===== config.mk =====
export PLATFORM = sky130hd
export DESIGN_NAME = if_stage
export DESIGN_NICKNAME = d
export VERILOG_FILES = /design/src/rtl/mips_defs_pkg.sv /design/src/rtl/if_id_reg.sv /design/src/rtl/if_stage.sv
export SDC_FILE = /design/constraint.sdc
export NUM_CORES = 1
export LEC_CHECK = 0
export CORE_MARGIN = 3
export CORE_UTILIZATION = 41
export DETAILED_ROUTE_END_ITERATION = 10
export GPL_TIMING_DRIVEN = 0
export PLACE_DENSITY_LB_ADDON = 0.12
export SYNTH_ARGS = -nofsm -noshare
export SYNTH_HDL_FRONTEND = slang
export SYNTH_HIERARCHICAL = 1
export SYNTH_SLANG_ARGS = --single-unit

===== constraint.sdc =====
create_clock -name clk_in -period 6.45 [get_ports clk_in]
set_input_delay 0.9675 -clock clk_in [delete_from_list [all_inputs] [get_ports clk_in]]
set_output_delay 0.9675 -clock clk_in [all_outputs]
set_load 0.05 [all_outputs]

===== src/rtl/mips_defs_pkg.sv =====
// Shared fetch-stage definitions: reset/NOP constants, fetch FSM states,
// the IF/ID entry layout and a word-alignment helper.
package mips_defs_pkg;

    // sll $0,$0,0 encodes as all zeros.
    localparam logic [31:0] NOP_INSTR_WORD   = 32'h0000_0000;
    localparam logic [31:0] RESET_PC_DEFAULT = 32'h0000_0000;

    // S_IDLE is only visited for the single cycle after reset.
    typedef enum logic [1:0] {
        S_IDLE = 2'd0,
        S_REQ  = 2'd1,
        S_HOLD = 2'd2,
        S_DROP = 2'd3
    } fetch_state_t;

    // 65-bit IF/ID entry.
    typedef struct packed {
        logic [31:0] instr;
        logic [31:0] pcplus4;
        logic        valid;
    } ifid_t;

    // Instruction fetches are word aligned; drop the byte offset.
    function automatic logic [31:0] align_word(input logic [31:0] addr);
        return {addr[31:2], 2'b00};
    endfunction

endpackage


===== src/rtl/if_id_reg.sv =====
// IF/ID pipeline register: write-enable, flush to a bubble, synchronous reset.
module if_id_reg
    import mips_defs_pkg::*;
#(
    parameter logic [31:0] NOP_INSTR = NOP_INSTR_WORD
) (
    input  logic  clk,
    input  logic  rst_n,
    input  logic  write_en,
    input  logic  flush,
    input  ifid_t next_entry,
    output ifid_t entry
);

    // Reset and flush both load a bubble; flush overrides a held (stalled) entry.
    always_ff @(posedge clk) begin
        // NOTE: sequential state uses non-blocking assignments so every register
        // samples pre-edge values regardless of statement order.
        if (!rst_n) begin
            entry <= '{instr: NOP_INSTR, pcplus4: 32'h0, valid: 1'b0};
        end else if (flush) begin
            entry <= '{instr: NOP_INSTR, pcplus4: 32'h0, valid: 1'b0};
        end else if (write_en) begin
            entry <= next_entry;
        end
    end

endmodule


===== src/rtl/if_stage.sv =====
// Instruction-fetch stage: owns the PC, the imem req/ack handshake, a
// one-word fetch buffer for stalls, and feeds the IF/ID register.
module if_stage
    import mips_defs_pkg::*;
#(
    parameter logic [31:0] RESET_PC  = RESET_PC_DEFAULT,
    parameter logic [31:0] NOP_INSTR = NOP_INSTR_WORD
) (
    input  logic        clk_in,
    input  logic        rst_n_in,
    input  logic        PCWrite_in,
    input  logic        IFIDWrite_in,
    input  logic        FLUSH_in,
    input  logic        branch_taken_in,
    input  logic [31:0] branch_target_in,
    input  logic        jmp_in,
    input  logic [31:0] jmp_target_in,
    output logic        imem_req_out,
    output logic [31:0] imem_addr_out,
    input  logic        imem_ack_in,
    input  logic [31:0] imem_rdata_in,
    output logic [31:0] IFIDInstr_out,
    output logic [31:0] IFIDPCPlus4_out,
    output logic        IFIDValid_out
);

    fetch_state_t state;
    logic [31:0]  pc;
    logic [31:0]  fetch_buf;
    logic         req;

    logic         redirect;
    logic [31:0]  redirect_pc;
    logic         advance;
    logic         ifid_load;
    ifid_t        ifid_next;
    ifid_t        ifid_q;

    // Redirect decode: branch beats jump; targets are forced word-aligned.
    always_comb begin
        // NOTE: every always_comb output gets a default first so no path
        // can leave it unassigned and infer a latch.
        redirect    = FLUSH_in & (branch_taken_in | jmp_in);
        redirect_pc = align_word(branch_taken_in ? branch_target_in : jmp_target_in);
        // PCWrite without IFIDWrite is not a legal advance; treat it as a stall.
        advance     = PCWrite_in & IFIDWrite_in;
    end

    // A word enters IF/ID on an accepted fetch or on release of a held word.
    always_comb begin
        ifid_load = 1'b0;
        if (!redirect && advance) begin
            ifid_load = ((state == S_REQ) && imem_ack_in) || (state == S_HOLD);
        end
        ifid_next.instr   = (state == S_HOLD) ? fetch_buf : imem_rdata_in;
        ifid_next.pcplus4 = pc + 32'd4;
        ifid_next.valid   = 1'b1;
    end

    // Fetch FSM with registered request, PC and stall buffer.
    always_ff @(posedge clk_in) begin
        if (!rst_n_in) begin
            state <= S_IDLE;
            req   <= 1'b0;
            pc    <= RESET_PC;
        end else begin
            case (state)
                S_IDLE: begin
                    state <= S_REQ;
                    req   <= 1'b1;
                    if (redirect) pc <= redirect_pc;
                end
                S_REQ: begin
                    if (redirect) begin
                        pc <= redirect_pc;
                        // An un-acked request must still be drained before refetching.
                        if (!imem_ack_in) state <= S_DROP;
                    end else if (imem_ack_in) begin
                        if (advance) begin
                            pc <= pc + 32'd4;
                        end else begin
                            state <= S_HOLD;
                            req   <= 1'b0;
                        end
                    end
                end
                S_HOLD: begin
                    if (redirect) begin
                        pc    <= redirect_pc;
                        state <= S_REQ;
                        req   <= 1'b1;
                    end else if (advance) begin
                        pc    <= pc + 32'd4;
                        state <= S_REQ;
                        req   <= 1'b1;
                    end
                end
                S_DROP: begin
                    if (redirect) pc <= redirect_pc;
                    if (imem_ack_in) state <= S_REQ;
                end
                default: begin
                    state <= S_IDLE;
                    req   <= 1'b0;
                end
            endcase
        end
    end

    // Capture the fetched word when the pipeline cannot take it this cycle.
    always_ff @(posedge clk_in) begin
        // NOTE: the buffer is datapath only, always written before S_HOLD
        // reads it, so it carries no reset.
        if ((state == S_REQ) && imem_ack_in && !redirect && !advance) begin
            fetch_buf <= imem_rdata_in;
        end
    end

    if_id_reg #(
        .NOP_INSTR (NOP_INSTR)
    ) u_if_id_reg (
        .clk        (clk_in),
        .rst_n      (rst_n_in),
        .write_en   (ifid_load),
        .flush      (FLUSH_in),
        .next_entry (ifid_next),
        .entry      (ifid_q)
    );

    assign imem_req_out    = req;
    assign imem_addr_out   = pc;
    assign IFIDInstr_out   = ifid_q.instr;
    assign IFIDPCPlus4_out = ifid_q.pcplus4;
    assign IFIDValid_out   = ifid_q.valid;

endmodule


==> metrics.txt <==
first-pass detailed-route iteration total 7; commonest cells in the synthesized netlist sky130_fd_sc_hd__dfxtp_1, sky130_fd_sc_hd__nor2_1, sky130_fd_sc_hd__mux2i_1; most numerous cell in the Yosys netlist sky130_fd_sc_hd__dfxtp_1; pre-CTS setup slack ~1.9 ns; count of boundary I/O pins about 200; Register-to-Register Path Depth 8; Filler Cells Inserted roughly 1300; Period minus WS final 4.15 ns; Gates resized, CTS repair 0; placeable core region around 15000 um^2; critical-path cell list clkdlybuf4s50_1, clkbuf_1, o21ai_0, clkbuf_1, nand2_1, nor2_4; per-cell via count in the routed design between 5 and 6; Max Fanout on Critical Path 32; Placement Rows 45; pin count of the biggest net entering global routing 33; final antenna-violating net count 0; worst-margin pin slew ~1.0 ns; share of cells above drive strength 1 ~10%; final standard cell utilization of the core around 60%; library cell used as clock root buffer sky130_fd_sc_hd__clkbuf_16; reg-to-reg startpoint imem_addr_out[2]; ratio of final minimum period to clock period between 60 and 70%; critical setup path kind in -> reg; mean routed wirelength per cell 18.5 um; count of warnings emitted by yosys 6; Placed Area 8730 um^2; drt initial violations ~470; clock slew seen by the registers of the worst setup and hold paths approximately 0.05 ns; final hold slack roughly 0.49 ns; post-synth top area cell sky130_fd_sc_hd__dfxtp_1; post-synthesis to final-layout area growth 43.0%; cell types with the largest area share after synthesis sky130_fd_sc_hd__dfxtp_1, sky130_fd_sc_hd__edfxtp_1, sky130_fd_sc_hd__mux2i_1; leakage component of the power around 3.2 nW; sum of overflow across all layers after global routing 0; area share of the largest cell type after synthesis 30.2%; number of global-route vias before repair around 5800; vias roughly 5900; post-synthesis average cell area ~10 um^2; Cells after Synth 659; worst skew pair latency roughly 0.42 ns; worst-case clock buffer depth 2; worst hold path stage count 2; Critical path destination fetch_buf[5]; antenna violations before repair 0; overall die width 132 um; Critical Path End Type flip-flop; Post-synth ARST share 0%; maximum level of the CTS H-tree 4; CTS tree done; wire length of the first global-routing pass around 32000 um; Post-Synthesis Cell Area between 6000 and 7000 um^2; class of the tightest hold or removal check reg -> reg; highest ir drop seen on vdd around 0.16 mV; Residual DRC 0; number of flip-flops and latches in the synthesized netlist 130; most numerous cell on the critical path sky130_fd_sc_hd__clkbuf_1; Die Y-Extent roughly 130 um; slowest stage cell on the critical path sky130_fd_sc_hd__nor2_4; arrival time reported for the critical path endpoint 4.18 ns; CTS sink count 130; hold violation total from the final report 0; worst stage delay on the critical path 0.82 ns; antenna diode count 0; count of buffers inserted at the top-level ports ~200; reg2reg end u_if_id_reg/entry[29]; fmax ~240 MHz; hold buffers post-CTS 0; required arrival time at the worst endpoint ~6.5 ns; relative max-transition margin between 30% and 40%; count of distinct cell types in the synthesized netlist 60; number of nets at the end of the flow around 1000; reg-to-reg slack, setup 3.35 ns; Initial Util a little over two fifths; DP Cell Count 1069; setup fix buffers added after clock tree synthesis 0; number of flops mapped to enable cells by yosys 32; TritonCTS Buffers 17; Total Routed Length slightly above 20000 um; critical path launch point branch_taken_in; Post-synth top flop sky130_fd_sc_hd__dfxtp_1; post-synthesis sequential area ratio 45.0%; placed wire-length estimate approximately 15000 um; setup violators final 0; pwr dens 244 nW/um^2; post-route clock skew approximately 0.009 ns; run status finished clean; global placement routability congestion 0.906; RSZ-0062 raised after global routing no; number of non-filler instances in the completed layout approximately 1100; total power consumption of the routed design around 2.3 mW; Pins Over Slew Limit 0; final cell area excluding filler cells between 9000 and 10000 um^2; Sum Neg Setup Slack 0 ns; startpoint type of the worst setup path primary input; area of the die roughly 17000 um^2; least setup slack across all paths after layout approximately 2.3 ns; maxcap violations 0; overall global routing resource usage 23.5%
-- worst min path at each step --
stage                               start               endpoint
detailed placement           imem_req_out           imem_req_out
floorplan                        state[0]               state[0]
global placement     u_if_id_reg/entry[0]   u_if_id_reg/entry[0]
CTS                          imem_req_out           imem_req_out
finish               u_if_id_reg/entry[2]   u_if_id_reg/entry[2]
global route        u_if_id_reg/entry[54]  u_if_id_reg/entry[54]
-- worst max-delay path: cells and delay by family --
kind                   cells  cell delay (ns)
buffers and inverters      3             1.35
AND/OR/NAND/NOR            2             1.09
AO/OA/AOI/OAI              1             0.75
-- final cells by class --
| cell class | instances | area, um^2 | area share [%] |
|---|---|---|---|
| Multi-Input combinational cell | 474 | 3260 | 35.1 |
| Sequential cell | 130 | 2920 | 31.5 |
| Timing Repair Buffer | 196 | 1960 | 21.1 |
| Clock buffer | 24 | 493 | 5.31 |
| Buffer | 46 | 282 | 3.03 |
| Tap cell | 211 | 264 | 2.84 |
| Clock inverter | 8 | 56.3 | 0.607 |
| Inverter | 12 | 45.0 | 0.485 |
-- metal layers --
| metal | part of all wire [%] | vias to the layer above | routed length (um) | track usage (%) |
|---|---|---|---|---|
| met5 | 0 | - | 0 | 0 |
| met4 | 1.3 | 0 | 258 | 7.53 |
| met3 | 7.8 | 15 | 1600 | 6.41 |
| met2 | 46 | 267 | 9420 | 37.0 |
| met1 | 45 | 2784 | 9050 | 31.4 |
| li1 | - | 2804 | - | - |
-- sequential cells by signal, summed over array words and instances (netlist names) --
name	cells
state	2
imem_addr_out	30
fetch_buf	32
imem_req_out	1
u_if_id_reg/entry	65
-- cell families after synthesis --
| family | count (synthesis) | synth area share [%] |
|---|---|---|
| buffers and inverters | 58 | 5.03 |
| AO/OA/AOI/OAI | 108 | 10.7 |
| multiplexers | 123 | 19.7 |
| AND/OR/NAND/NOR | 205 | 14.7 |
| other | 2 | 0.116 |
| flip-flops | 130 | 45.0 |
| XOR/XNOR | 28 | 3.78 |
| adder cells (fa/ha/maj) | 5 | 0.964 |
-- placed cells by master (no fill, tap or decap), types with 16 or more instances in the layout --
master                            instances
sky130_fd_sc_hd__clkdlybuf4s50_1        195
sky130_fd_sc_hd__edfxtp_1                32
sky130_fd_sc_hd__clkbuf_1                31
sky130_fd_sc_hd__nor2_1                  92
sky130_fd_sc_hd__nand2_1                 37
sky130_fd_sc_hd__mux2i_1                 84
sky130_fd_sc_hd__nor3_1                  16
sky130_fd_sc_hd__dfxtp_1                 98
sky130_fd_sc_hd__o21ai_0                 34
sky130_fd_sc_hd__clkbuf_16               18
sky130_fd_sc_hd__mux2_2                  39
sky130_fd_sc_hd__a21oi_1                 28
-- power breakdown --
group	internal (mW)	total, mW	switching (mW)
clock	0.534	0.883	0.349
combinational	0.197	0.473	0.276
sequential	0.870	0.911	0.0409
Note: power is estimated with default switching activity, not from simulation.
